$ cat src/rtl/lpf_ch_sched.sv
// lpf_ch_sched: time-shares one low-pass filter between the L and R sample streams
// Ports:
//   clk, reset_n                       clock, asynchronous active-low reset
//   smpl_in_rdy_l/smpl_in_l            left sample strobe/data from generator
//   smpl_in_rdy_r/smpl_in_r            right sample strobe/data from generator
//   flt_smpl_in_rdy/flt_smpl_in        sample issued to the shared filter
//   flt_ch_sel                         channel of current job (0=L, 1=R)
//   flt_smpl_out_rdy/flt_smpl_out      result strobe/data from the filter
//   smpl_out_rdy_l/smpl_out_l          filtered left sample strobe/held data
//   smpl_out_rdy_r/smpl_out_r          filtered right sample strobe/held data
//   busy, err_overrun, err_timeout     status and sticky error flags
module lpf_ch_sched #(
  parameter int DATA_W  = 18,
  parameter int TIMEOUT = 255
) (
  input  logic              clk,
  input  logic              reset_n,
  input  logic              smpl_in_rdy_l,
  input  logic [DATA_W-1:0] smpl_in_l,
  input  logic              smpl_in_rdy_r,
  input  logic [DATA_W-1:0] smpl_in_r,
  output logic              flt_smpl_in_rdy,
  output logic [DATA_W-1:0] flt_smpl_in,
  output logic              flt_ch_sel,
  input  logic              flt_smpl_out_rdy,
  input  logic [DATA_W-1:0] flt_smpl_out,
  output logic              smpl_out_rdy_l,
  output logic [DATA_W-1:0] smpl_out_l,
  output logic              smpl_out_rdy_r,
  output logic [DATA_W-1:0] smpl_out_r,
  output logic              busy,
  output logic              err_overrun,
  output logic              err_timeout
);
  localparam int TW = $clog2(TIMEOUT + 1);
  typedef enum logic [1:0] {IDLE, ISSUE, WAIT} state_t;
  state_t            state;
  logic [DATA_W-1:0] hold_l, hold_r;
  logic              pend_l, pend_r, last_ch;
  logic [TW-1:0]     timer;
  logic              issue_l, issue_r, done, expire;
  assign issue_l         = state == ISSUE && !flt_ch_sel;
  assign issue_r         = state == ISSUE && flt_ch_sel;
  assign done            = state == WAIT && flt_smpl_out_rdy;
  assign expire          = state == WAIT && !flt_smpl_out_rdy && timer == TW'(TIMEOUT);
  assign flt_smpl_in_rdy = state == ISSUE;
  // The buffer is read during ISSUE; a capture in that same cycle lands after the read.
  assign flt_smpl_in     = flt_ch_sel ? hold_r : hold_l;
  assign busy            = state != IDLE;
  always_ff @(posedge clk or negedge reset_n)
    if (!reset_n) begin
      state          <= IDLE;
      hold_l         <= '0;
      hold_r         <= '0;
      pend_l         <= 1'b0;
      pend_r         <= 1'b0;
      last_ch        <= 1'b1;
      timer          <= '0;
      flt_ch_sel     <= 1'b0;
      smpl_out_rdy_l <= 1'b0;
      smpl_out_rdy_r <= 1'b0;
      smpl_out_l     <= '0;
      smpl_out_r     <= '0;
      err_overrun    <= 1'b0;
      err_timeout    <= 1'b0;
    end else begin
      if (smpl_in_rdy_l) hold_l <= smpl_in_l;
      if (smpl_in_rdy_r) hold_r <= smpl_in_r;
      // A capture coinciding with its own issue keeps the channel pending for the new sample.
      pend_l <= smpl_in_rdy_l || (pend_l && !issue_l);
      pend_r <= smpl_in_rdy_r || (pend_r && !issue_r);
      if ((smpl_in_rdy_l && pend_l && !issue_l) || (smpl_in_rdy_r && pend_r && !issue_r))
        err_overrun <= 1'b1;
      if (expire) err_timeout <= 1'b1;
      smpl_out_rdy_l <= done && !flt_ch_sel;
      smpl_out_rdy_r <= done && flt_ch_sel;
      if (done && !flt_ch_sel) smpl_out_l <= flt_smpl_out;
      if (done && flt_ch_sel) smpl_out_r <= flt_smpl_out;
      timer <= state == WAIT ? timer + 1'b1 : '0;
      if (state == IDLE && (pend_l || pend_r)) begin
        flt_ch_sel <= pend_l && pend_r ? !last_ch : pend_r;
        state      <= ISSUE;
      end
      if (state == ISSUE) begin
        last_ch <= flt_ch_sel;
        state   <= WAIT;
      end
      if (done || expire) state <= IDLE;
    end
endmodule
$ cat config.mk
export PLATFORM = sky130hd
export DESIGN_NAME = lpf_ch_sched
export DESIGN_NICKNAME = d
export VERILOG_FILES = /design/src/rtl/lpf_ch_sched.sv
export SDC_FILE = /design/constraint.sdc
export NUM_CORES = 1
export LEC_CHECK = 0
export ABC_AREA = 1
export CORE_AREA = 2 2 89 91
export CTS_BUF_LIST = sky130_fd_sc_hd__clkbuf_8
export CTS_CLUSTER_SIZE = 8
export DETAILED_ROUTE_END_ITERATION = 7
export DIE_AREA = 0 0 91 93
export PLACE_DENSITY = 0.86
export SETUP_SLACK_MARGIN = 0.3
export SLEW_MARGIN = 20
export SYNTH_ARGS = -nofsm -noshare
export SYNTH_HDL_FRONTEND = slang
export SYNTH_SLANG_ARGS = --single-unit
$ cat constraint.sdc
create_clock -name clk -period 1.8 [get_ports clk]
set_input_delay 0.27 -clock clk [delete_from_list [all_inputs] [get_ports clk]]
set_output_delay 0.27 -clock clk [all_outputs]
set_load 0.005 [all_outputs]
==> flow_summary_export.csv <==
group,metric,value,unit
die,die_w,91,microns
timing,rsz0062_at_grt,"true",
die,start_util,50.4,%
die,fp.dieH,93,microns
synth,synth_largest_area_cell,"dfrtp_1",
synth,synth-seq-cells,90,
detailed_routing,wire_per_inst,14.6,microns
synth,synth_top_area_share,58.7,%
synth,synthCells,421,
clock_tree,cts_made_buffers,9,
global_routing,grt_max_degree,91,
die,io-pin-count,120,
global_routing,grt_pass1_wl,14.7,mm
final_layout,area_growth_syn_to_layout,49.0,%
timing,period_needed,1.61,ns
detailed_routing,routed_wl,9.78,mm
clock_tree,cts_htree_levels,3,
place,dp_hpwl,5.95,mm
clock_tree,cts_tree,"done",
detailed_routing,first_pass_iters,4,
setup_path,cp.required,1.53,ns
clock_tree,clk_latency,0.35,ns
detailed_routing,drc,0,
setup_path,path_class,"reg2out",
die,dieArea,0.00846,sq mm
setup_path,cp_data_arrival_time,1.34,ns
pwr,leakage,3.02,nW
timing,period_share,89.7,%
detailed_routing,ant_nets,0,
final_layout,mostFrequentLayoutCell,"nand2_1",
setup_path,rrSetupSlack,0.25,ns
global_routing,grt-ovfl-total,0,
final_layout,antenna_cells,0,
synth,synth.avg_cell_area,9.01,sq um
outcome,status,"completed",
final_layout,final_nets,625,
die,rows,32,
clock_tree,clk_pin_slew,0.09,ns
final_layout,post-route-util,75.0,%
timing,fin_skew,0.0109,ns
global_routing,grt_pass1_vias,3139,
setup_path,reg2regPathDepth,7,
final_layout,layout-drive-gt1-share,22.1,%
synth,ys_types,23,
synth,ys_warn_count,0,
timing,drv_slew,0,
die,core_area,0.00753,sq mm
global_routing,antenna_found_initial,0,
clock_tree,clock-sinks,90,
timing,worst_slew_pin_slew,0.464,ns
detailed_routing,vias_per_cell,4.84,
timing,setup_viol,0,
pwr,irDropWorstVdd,0.760,mV
synth,synthTopCellsByArea,"dfrtp_1, nand2_1, o21ai_0",
timing,hold_violations,0,
place,io_buffer_count,119,
synth,synth_nets,481,
synth,yosysSeqAreaShare,59.4,%
timing,relSlewSlack,69.1,%
timing,fmax,0.619,GHz
detailed_routing,drtIter0Drc,159,
setup_path,startpoint_type,"register",
hold_path,holdPathStages,3,
detailed_routing,via_count,3250,
hold_path,hp-class,"in2reg",
job,drv_cap,0,
timing,fin_tns_setup,0,ns
clock_tree,cts-root-buf,"clkbuf_8",
global_routing,grtUsageTotal,21.7,%
setup_path,end_kind,"output port",
final_layout,final_cell_mix,"nand2_1, dfrtp_1, clkdlybuf4s50_1",
synth,syn_area,0.00379,sq mm
clock_tree,clockBufferDepth,2,
place,place_congestion,0.785,
setup_path,cp_max_fo,5,
pwr,power.density,1380,mW/mm^2
==> registers in the layout, summed over array words and instances (netlist names) <==
| signal | flops |
|---|---|
| err_overrun | 1 |
| timer | 8 |
| smpl_out_rdy_l | 1 |
| smpl_out_r | 18 |
| flt_ch_sel | 1 |
| hold_l | 18 |
| pend_r | 1 |
| err_timeout | 1 |
| last_ch | 1 |
| smpl_out_rdy_r | 1 |
| smpl_out_l | 18 |
| hold_r | 18 |
| state | 2 |
| pend_l | 1 |
==> worst max-delay path, stage by stage, from the launching register on <==
cell and delay (ns):
dfrtp_2 0.45, clkbuf_16 0.17, buf_12 0.12, o21ai_2 0.11
buf_2 0.14
==> synthesized netlist by cell type <==
| library cell | n |
|---|---|
| a21o_1 | 1 |
| a21oi_1 | 4 |
| a31oi_1 | 1 |
| buf_2 | 8 |
| buf_6 | 6 |
| clkbuf_1 | 2 |
| clkbuf_2 | 1 |
| clkinv_1 | 1 |
| dfrtp_1 | 89 |
| dfstp_2 | 1 |
| ha_1 | 1 |
| inv_1 | 51 |
| inv_2 | 1 |
| nand2_1 | 149 |
| nand2_4 | 3 |
| nand3_1 | 4 |
| nand4_1 | 2 |
| nor2_1 | 18 |
| nor2_8 | 1 |
| o21a_1 | 1 |
| o21ai_0 | 40 |
| o21ai_1 | 17 |
| o21ai_2 | 19 |
==> area by class of cell <==
type,instances,area [sq um]
flip-flops and latches,90,2260
fillers,541,1880
repair buffers,148,1450
multi-input cells,263,1400
inverters,53,203
clock buffers,10,138
well taps,102,128
clock inverters,6,82.6
==> kinds of logic (layout without fill, tap and decap cells) <==
family / Yosys count / after routing / share of synthesized area, %
buf+inv: 70 / 217 / 8.42
simple gates: 177 / 179 / 18.8
fa+ha+maj: 1 / 1 / 0.330
flops: 90 / 90 / 59.4
compound gates: 83 / 83 / 13.0
==> stage by stage <==
step           std cells  instance area [sq um]  setup WS, ns  power, mW  hold WS [ns]
3_3_place_gp         631                   5060         0.182       5.57         0.347
2_1_floorplan        421                   3790         0.583       4.10       -0.0256
6_report             672                   5650         0.185       7.79         0.447
4_1_cts              661                   5410         0.162       7.43         0.448
3_5_place_dp         631                   5060         0.156       5.68         0.352
5_1_grt              672                   5650         0.133       8.23         0.449
==> layer usage <==
metal	vias to the layer above	share of wire (%)	track usage [%]
li1	1590	-	-
met5	-	0	0
met2	78	53	37.3
met1	1567	41	27.7
met3	15	3.6	3.87
met4	0	1.7	7.95
==> final timing paths <==
path	startpoint	to
max	flt_ch_sel$_DFFE_PN0P_	flt_smpl_in[15]
min	smpl_in_r[17]	hold_r[17]$_DFFE_PN0P_
max reg2reg	state[0]$_DFFE_PN0P_	smpl_out_r[0]$_DFFE_PN0P_
min reg2reg	timer[0]$_DFF_PN0_	timer[0]$_DFF_PN0_
max in group asynchronous	reset_n	flt_ch_sel$_DFFE_PN0P_
min in group asynchronous	reset_n	hold_l[11]$_DFFE_PN0P_
==> power by group <==
part | total, mW | internal (mW) | switching (mW)
combinational | 3.40 | 1.75 | 1.65
sequential | 2.88 | 2.56 | 0.322
clock | 1.51 | 0.811 | 0.699
==> what timing repair did <==
| action | in CTS | in global routing |
|---|---|---|
| gates cloned | 3 | 2 |
| buffers inserted | 10 | 9 |
| hold endpoints to repair | 89 | 0 |
| pin swaps | 14 | 5 |
| setup endpoints to repair | 42 | 76 |
| resized for setup | 149 | 43 |
| hold buffers | 1 | 0 |
No activity file was read; power rests on OpenSTA's default activity.
